### src/rtl/prog_loader.sv
// -----------------------------------------------------------------------------
// prog_loader
//   Writer side of the program ROM. Receives a framed byte stream
//   (length, payload, checksum) over a valid/ready handshake and writes the
//   payload into program memory starting at START_ADDR. The CPU is held in
//   reset while an image is being loaded. It is released only when the
//   checksum matches.
//
// Parameters
//   START_ADDR   first program-memory address written (8-bit, wraps)
//   TIMEOUT      idle cycles allowed between accepted bytes while loading
//
// Ports
//   clk          in   clock, rising edge
//   PC_reset     in   asynchronous, active-high reset
//   start        in   1-cycle request to begin a load (ignored while busy)
//   in_valid     in   in_data is valid
//   in_data      in   stream byte
//   in_ready     out  loader accepts in_data this cycle (equals busy)
//   pm_we        out  program-memory write strobe, 1-cycle pulse
//   pm_addr      out  program-memory write address
//   pm_wdata     out  program-memory write data
//   cpu_hold     out  1 = keep the CPU PC in reset
//   busy         out  1 while in LEN / DATA / CSUM
//   done         out  sticky: last load passed its checksum
//   chk_err      out  sticky: last load failed its checksum
//   tmo_err      out  sticky: last load timed out
//   bytes_loaded out  payload bytes written in the current/last load (0..256)
// -----------------------------------------------------------------------------
module prog_loader #(
  parameter logic [7:0] START_ADDR = 8'h00,
  parameter int         TIMEOUT    = 1023
) (
  input  logic       clk,
  input  logic       PC_reset,
  input  logic       start,
  input  logic       in_valid,
  input  logic [7:0] in_data,
  output logic       in_ready,
  output logic       pm_we,
  output logic [7:0] pm_addr,
  output logic [7:0] pm_wdata,
  output logic       cpu_hold,
  output logic       busy,
  output logic       done,
  output logic       chk_err,
  output logic       tmo_err,
  output logic [8:0] bytes_loaded
);

  typedef enum logic [2:0] {
    S_IDLE,
    S_LEN,
    S_DATA,
    S_CSUM,
    S_DONE,
    S_ERR
  } state_t;

  localparam int            TW       = $clog2(TIMEOUT + 1);
  // The timer holds the number of idle cycles already seen. The idle cycle
  // that finds it at TIMEOUT-1 is the TIMEOUT-th one.
  localparam logic [TW-1:0] TMO_LAST = TW'(TIMEOUT - 1);

  state_t        r_state;
  logic [7:0]    r_sum;
  logic [8:0]    r_remaining;
  logic [8:0]    r_bytes_loaded;
  logic [TW-1:0] r_timer;
  logic          r_pm_we;
  logic [7:0]    r_pm_addr;
  logic [7:0]    r_pm_wdata;
  logic          r_cpu_hold;
  logic          r_done;
  logic          r_chk_err;
  logic          r_tmo_err;

  logic          w_busy;
  logic          w_accept;

  assign w_busy   = (r_state == S_LEN) || (r_state == S_DATA) || (r_state == S_CSUM);
  assign w_accept = in_valid && w_busy;

  // NOTE: every register in this block uses non-blocking assignment. All
  // registers then see pre-edge values, whatever order the statements are in.
  always_ff @(posedge clk or posedge PC_reset) begin
    if (PC_reset) begin
      r_state        <= S_IDLE;
      r_sum          <= '0;
      r_remaining    <= '0;
      r_bytes_loaded <= '0;
      r_timer        <= '0;
      r_pm_we        <= 1'b0;
      r_pm_addr      <= '0;
      r_pm_wdata     <= '0;
      r_cpu_hold     <= 1'b0;
      r_done         <= 1'b0;
      r_chk_err      <= 1'b0;
      r_tmo_err      <= 1'b0;
    end else begin
      // NOTE: the strobe defaults low every cycle, so it can only ever be a
      // single-cycle pulse. Address and data keep their last values.
      r_pm_we <= 1'b0;

      if (w_busy) begin
        if (w_accept) begin
          r_timer <= '0;
          unique case (r_state)
            S_LEN: begin
              // A length byte of zero encodes a full 256-byte image.
              r_remaining <= (in_data == 8'h00) ? 9'd256 : {1'b0, in_data};
              r_state     <= S_DATA;
            end
            S_DATA: begin
              r_pm_we        <= 1'b1;
              r_pm_addr      <= START_ADDR + r_bytes_loaded[7:0];
              r_pm_wdata     <= in_data;
              r_sum          <= r_sum + in_data;
              r_bytes_loaded <= r_bytes_loaded + 9'd1;
              r_remaining    <= r_remaining - 9'd1;
              if (r_remaining == 9'd1) r_state <= S_CSUM;
            end
            S_CSUM: begin
              if (in_data == r_sum) begin
                r_state    <= S_DONE;
                r_done     <= 1'b1;
                r_cpu_hold <= 1'b0;
              end else begin
                r_state   <= S_ERR;
                r_chk_err <= 1'b1;
              end
            end
            default: ;
          endcase
        end else if (r_timer == TMO_LAST) begin
          r_state   <= S_ERR;
          r_tmo_err <= 1'b1;
        end else begin
          r_timer <= r_timer + TW'(1);
        end
      end else if (start) begin
        r_state        <= S_LEN;
        r_done         <= 1'b0;
        r_chk_err      <= 1'b0;
        r_tmo_err      <= 1'b0;
        r_sum          <= '0;
        r_bytes_loaded <= '0;
        r_timer        <= '0;
        r_cpu_hold     <= 1'b1;
      end
    end
  end

  assign in_ready     = w_busy;
  assign busy         = w_busy;
  assign pm_we        = r_pm_we;
  assign pm_addr      = r_pm_addr;
  assign pm_wdata     = r_pm_wdata;
  assign cpu_hold     = r_cpu_hold;
  assign done         = r_done;
  assign chk_err      = r_chk_err;
  assign tmo_err      = r_tmo_err;
  assign bytes_loaded = r_bytes_loaded;

endmodule

### config.mk
export PLATFORM = sky130hd
export DESIGN_NAME = prog_loader
export DESIGN_NICKNAME = d
export VERILOG_FILES = /design/src/rtl/prog_loader.sv
export SDC_FILE = /design/constraint.sdc
export NUM_CORES = 1
export LEC_CHECK = 0
export CAP_MARGIN = 20
export CORE_ASPECT_RATIO = 0.7
export CORE_UTILIZATION = 55
export DETAILED_ROUTE_END_ITERATION = 8
export PLACE_DENSITY = 0.8
export SETUP_SLACK_MARGIN = 0.5
export SYNTH_ARGS = -nofsm -noshare
export SYNTH_HDL_FRONTEND = slang
export SYNTH_SLANG_ARGS = --single-unit
export TNS_END_PERCENT = 100
### constraint.sdc
create_clock -name clk -period 2.6 [get_ports clk]
set_input_delay 0.52 -clock clk [delete_from_list [all_inputs] [get_ports clk]]
set_output_delay 0.52 -clock clk [all_outputs]
set_load 0.005 [all_outputs]
# After elaboration in Yosys (flattened, before gate mapping)
# Cells that the tools add are included.
totals:
  register_bits: 60
  input_bits: 12
  output_inout_bits: 32
  wordCells: 88
classes:
  addsub: 4
  eq_ne: 17
  mux: 41
  n_reduce_logical: 14
ops:
  columns: ["op", "n"]
  rows:
  - ["9-bit two-way mux", 5]
  - ["10-bit two-way mux", 4]
  - ["8-bit two-way mux", 4]
  - ["1-bit two-way mux", 21]
  - ["9-bit case mux with 2 select lines", 1]
  - ["3-bit two-way mux", 5]
  - ["3-bit AND reduction", 4]
  - ["4-bit AND reduction", 3]
  - ["10-bit by 1-bit adder with 10-bit output, second input constant", 1]
  - ["10-bit equality test, second input constant", 1]
  - ["2-bit by 1-bit != test with 1-bit output, second input constant", 5]
  - ["9-bit by 1-bit adder with 9-bit output, second input constant", 1]
  - ["9-bit by 1-bit equality test with 1-bit output, second input constant", 1]
  - ["3-bit case mux with 3 select lines", 1]
  - ["9-bit by 1-bit subtractor with 9-bit output, second input constant", 1]
  - ["8-bit adder", 1]
  - ["8-bit equality test", 1]
  - ["8-bit zero test", 1]
  - ["3-bit by 2-bit equality test with 1-bit output, second input constant", 2]
  - ["5-bit by 2-bit != test with 1-bit output, second input constant", 1]
  - ["2-bit != test, second input constant", 2]
  - ["4-bit by 3-bit != test with 1-bit output, second input constant", 1]
  - ["2-bit nonzero test", 2]
  - ["3-bit by 1-bit equality test with 1-bit output, second input constant", 1]
  - ["other kinds (5)", 6]

# Longest topological paths before layout
logic_depth:
  ltp_word: 6
  depth_mapped: 8
  depth_no_buf: 7

# Worst setup path before layout
# No wires, ideal clock.
synth_path:
  kind: "input -> register"
  from: "in in_data[6]"
  to: "reg r_state[0]"
  setup_time_ps: 127
  arrival_ps: 1754
  required_time_ps: 2473
  slack_ps: 718
  cell_stages: 6
  path_buffers: 1
  path_cell_list: "ha_1 > clkbuf_1 > nor4_1 > nand3_1 > a21o_1 > mux2_1"
synth_between:
  elab_chain_cells: 5
synth_lines:
  columns: ["element", "line", "text"]
  rows:
  - ["start, declared", "38", "input logic [7:0] in_data,"]
  - ["8-bit equality test", "124", "if (in_data == r_sum) begin"]
  - ["1-bit two-way mux", "124", null]
  - ["3-bit case mux with 3 select lines", "108", "unique case (r_state)"]
  - ["3-bit two-way mux", "106", "if (w_accept) begin"]
  - ["3-bit two-way mux", "105", "if (w_busy) begin"]
  - ["end signal, assigned", "112", "r_state <= S_DATA;"]
  - ["end signal, assigned", "125", "r_state <= S_DONE;"]
  - ["end signal, assigned", "129", "r_state <= S_ERR;"]
  - ["end, declared", "65", "state_t r_state;"]
# Every way passes these cells.
# A chain may end at the register's enable or synchronous reset.

# Final worst setup path
layout_path:
  from: "in in_data[4]"
  to: "reg r_state[0]"
# Same word-level chain as after synthesis.

==> flow_metrics.env <==
export IMPL_cellPowerDensity_nw_per_um2=891
export IMPL_critPathCaptureType="flop"
export IMPL_diodes=0
export IMPL_first_pass_iters=5
export IMPL_hpwl_um=5560
export IMPL_fin_nets=458
export IMPL_min_period_over_period_pct=83.1
export IMPL_grt_use_met2_pct=39.7
export IMPL_fill_cells=424
export IMPL_seq_area_um2=1500
export IMPL_fmax_ghz=0.463
export IMPL_overflow=0
export IMPL_fin_crit_ns=2.16
export IMPL_rows=23
export IMPL_clock_sinks=60
export IMPL_avgSynthCellArea_um2=9.18
export IMPL_wl_um=8500
export IMPL_grt_usage_pct=27.7
export IMPL_clockRootBuffer="clkbuf_8"
export IMPL_multi_input_area_um2=1740
export IMPL_synthesis_area_um2=3350
export IMPL_die_w_um=95.3
export IMPL_r2r_slack_ns=0.59
export IMPL_hold_viol=0
export IMPL_vias=3030
export IMPL_ys_types=61
export IMPL_worst_slew_pin_slew_ns=0.642
export IMPL_slowest_stage="clkdlybuf4s50_1"
export IMPL_path_cells="clkdlybuf4s50_1 -> ha_1 -> nor4_1 -> nand3_1 -> a21o_1 -> mux2_1"
export IMPL_drc=0
export IMPL_syn2layout_area_growth_pct=28.1
export IMPL_relSlewSlack_pct=56.8
export IMPL_fin_tns_setup_ns=0
export IMPL_clk_latency_ns=0.35
export IMPL_gp_congestion=0.891
export IMPL_coreArea_um2=5780
export IMPL_io_pins=44
export IMPL_ys_seq_area_share_pct=44.8
export IMPL_synth_enable_flop_cells=0
export IMPL_clockBufferDepth=2
export IMPL_finalPower_mw=3.82
export IMPL_die_h_um=67.3
export IMPL_leakage_nw=1.95
export IMPL_layout_common_cells="nand2_1, dfrtp_1, clkdlybuf4s50_1"
export IMPL_syn_inst=365
export IMPL_drv_cap=0
export IMPL_ys_warn_count=0
export IMPL_synthFlopType="dfrtp_1"
export IMPL_htreeDepth=3
export IMPL_drtAntennaViolNets=0
export IMPL_required_ns=2.83
export IMPL_hold_buffers=0
export IMPL_cts_tree="built"
export IMPL_grt_use_met3_pct=7.43
export IMPL_start_kind="input pin"
export IMPL_ys_ff_latch=60
export IMPL_fin_skew_ns=0.0113
export IMPL_final_common_cell="nand2_1"
export IMPL_rsz0062_at_grt="true"
export IMPL_dieArea_um2=6410
export IMPL_setup_viol=0
export IMPL_crit_type="in2reg"
export IMPL_viasPerCell=5.91
export IMPL_grt_busiest_layer="met2"
export IMPL_slew_viol_final=0
export IMPL_drive_gt1_share_pct=16.4
export IMPL_status="completed"
export IMPL_floorplan_initialDensity_pct=57.9
export IMPL_irDropWorstVdd_uv=528
export IMPL_slowest_delay_ns=0.44
export IMPL_grt_pass1_vias=2771
export IMPL_drtIter0Drc=168
export IMPL_syn_nets=390
export IMPL_async_flop_share_pct=100
export IMPL_clk_pin_slew_ns=0.07
export IMPL_cp_max_fo=3
export IMPL_wl_per_cell_um=16.6
export IMPL_place_area_um2=3940
export IMPL_numCtsBuffers=9
export IMPL_groute_layer_met1_usage_pct=39.4
export IMPL_final_cell_area_um2=4290
export IMPL_grt_pass1_wl_um=13300
export IMPL_hold_class="reg2reg"
export IMPL_grt_max_degree=61
export IMPL_portBuffers=43
export IMPL_arrival_ns=2.40
export IMPL_antenna_found_initial=0
## synth_stat cells (all sizes together) (3+ instances only)
cell type / n / area share, %
a2111oi: 3 / 1.7
nor3: 7 / 1.4
xnor2: 9 / 2.4
mux2i: 5 / 1.5
dfrtp: 60 / 45
or3: 4 / 0.75
nand3: 10 / 1.9
a21o: 4 / 0.93
buf: 8 / 1.5
nor2: 32 / 3.7
or4: 5 / 1.1
a22o: 3 / 0.78
clkbuf: 9 / 1.0
ha: 12 / 4.5
nand2: 70 / 7.8
o21ai: 28 / 4.2
a211oi: 3 / 1.0
xor2: 5 / 1.3
o211ai: 3 / 0.67
nand2b: 7 / 1.3
a31oi: 5 / 0.93
a21oi: 21 / 3.3
nor4: 7 / 1.8
inv: 15 / 1.7
## flip-flops by register name, summed over array words and instances, names as in the netlist
register      flops
tmo_err           1
cpu_hold          1
pm_we             1
r_timer          10
chk_err           1
bytes_loaded      9
pm_addr           8
pm_wdata          8
r_state           3
r_remaining       9
r_sum             8
done              1
## kinds of logic (layout without fill, tap and decap cells)
| logic type | count (synthesis) | after routing | share of synthesized area (%) |
|---|---|---|---|
| fa+ha+maj | 13 | 13 | 5.08 |
| compound gates | 87 | 87 | 18.2 |
| xor+xnor | 14 | 14 | 3.66 |
| flops | 60 | 60 | 44.8 |
| buf+inv | 32 | 105 | 4.22 |
| simple gates | 152 | 152 | 21.9 |
| mux | 7 | 7 | 2.17 |
## stage by stage
stage	setup slack (ns)	cells	utilization (%)	hold WS, ns
2_1_floorplan	0.595	365	-	0.454
3_3_place_gp	0.152	484	68.1	0.463
3_5_place_dp	0.0565	484	68.1	0.464
4_1_cts	0.493	502	72.3	0.484
5_1_grt	0.438	513	74.2	0.505
6_report	0.439	513	74.2	0.477
## worst paths after layout
check,from,end,depth (start not counted)
worst max-delay path,in_data[4],r_state[0]$_DFFE_PP0P_,6
worst min-delay path,pm_addr[7]$_DFFE_PP0P_,pm_addr[7]$_DFFE_PP0P_,2
worst max register to register,r_timer[0]$_DFFE_PP0P_,r_timer[2]$_DFFE_PP0P_,9
worst min register to register,pm_addr[7]$_DFFE_PP0P_,pm_addr[7]$_DFFE_PP0P_,2
max in group asynchronous,PC_reset,r_state[1]$_DFFE_PP0P_,3
min in group asynchronous,PC_reset,r_sum[7]$_DFFE_PP0P_,3
## report_power, final
group / total [mW] / leakage (nW) / internal (mW) / switching [mW]
Clock: 0.947 / 0.107 / 0.565 / 0.382
Sequential: 1.37 / 0.795 / 1.16 / 0.214
Combinational: 1.51 / 1.05 / 0.711 / 0.795
Total: 3.82 / 1.95 / 2.43 / 1.39
## worst max-delay path: cells and delay by family
kind,cells,cell delay [ns]
fa+ha+maj,1,0.35
mux,1,0.28
buf+inv,1,0.44
simple gates,2,0.57
compound gates,1,0.23
## timing repair
item | CTS | global route
setup buffers | 2 | 11
endpoints found under the hold margin | 0 | 0
resized for setup | 6 | 9
pin swaps | 1 | 3
endpoints found under the setup margin | 4 | 12
## cell type report
type                            instances  area share [%]
Sequential cell                        60            35.0
Tap cell                               75            2.19
Inverter                               15            1.31
Timing Repair Buffer                   74            15.8
Clock buffer                           12            3.38
Clock inverter                          4            1.69
Multi-Input combinational cell        273            40.6
## metal layers
layer | share of wire [%] | up-vias
li1 | - | 1418
met1 | 47 | 1491
met2 | 46 | 99
met3 | 5.7 | 22
met4 | 1.6 | 0
met5 | 0 | -
Power figures use the tool's default switching activity.
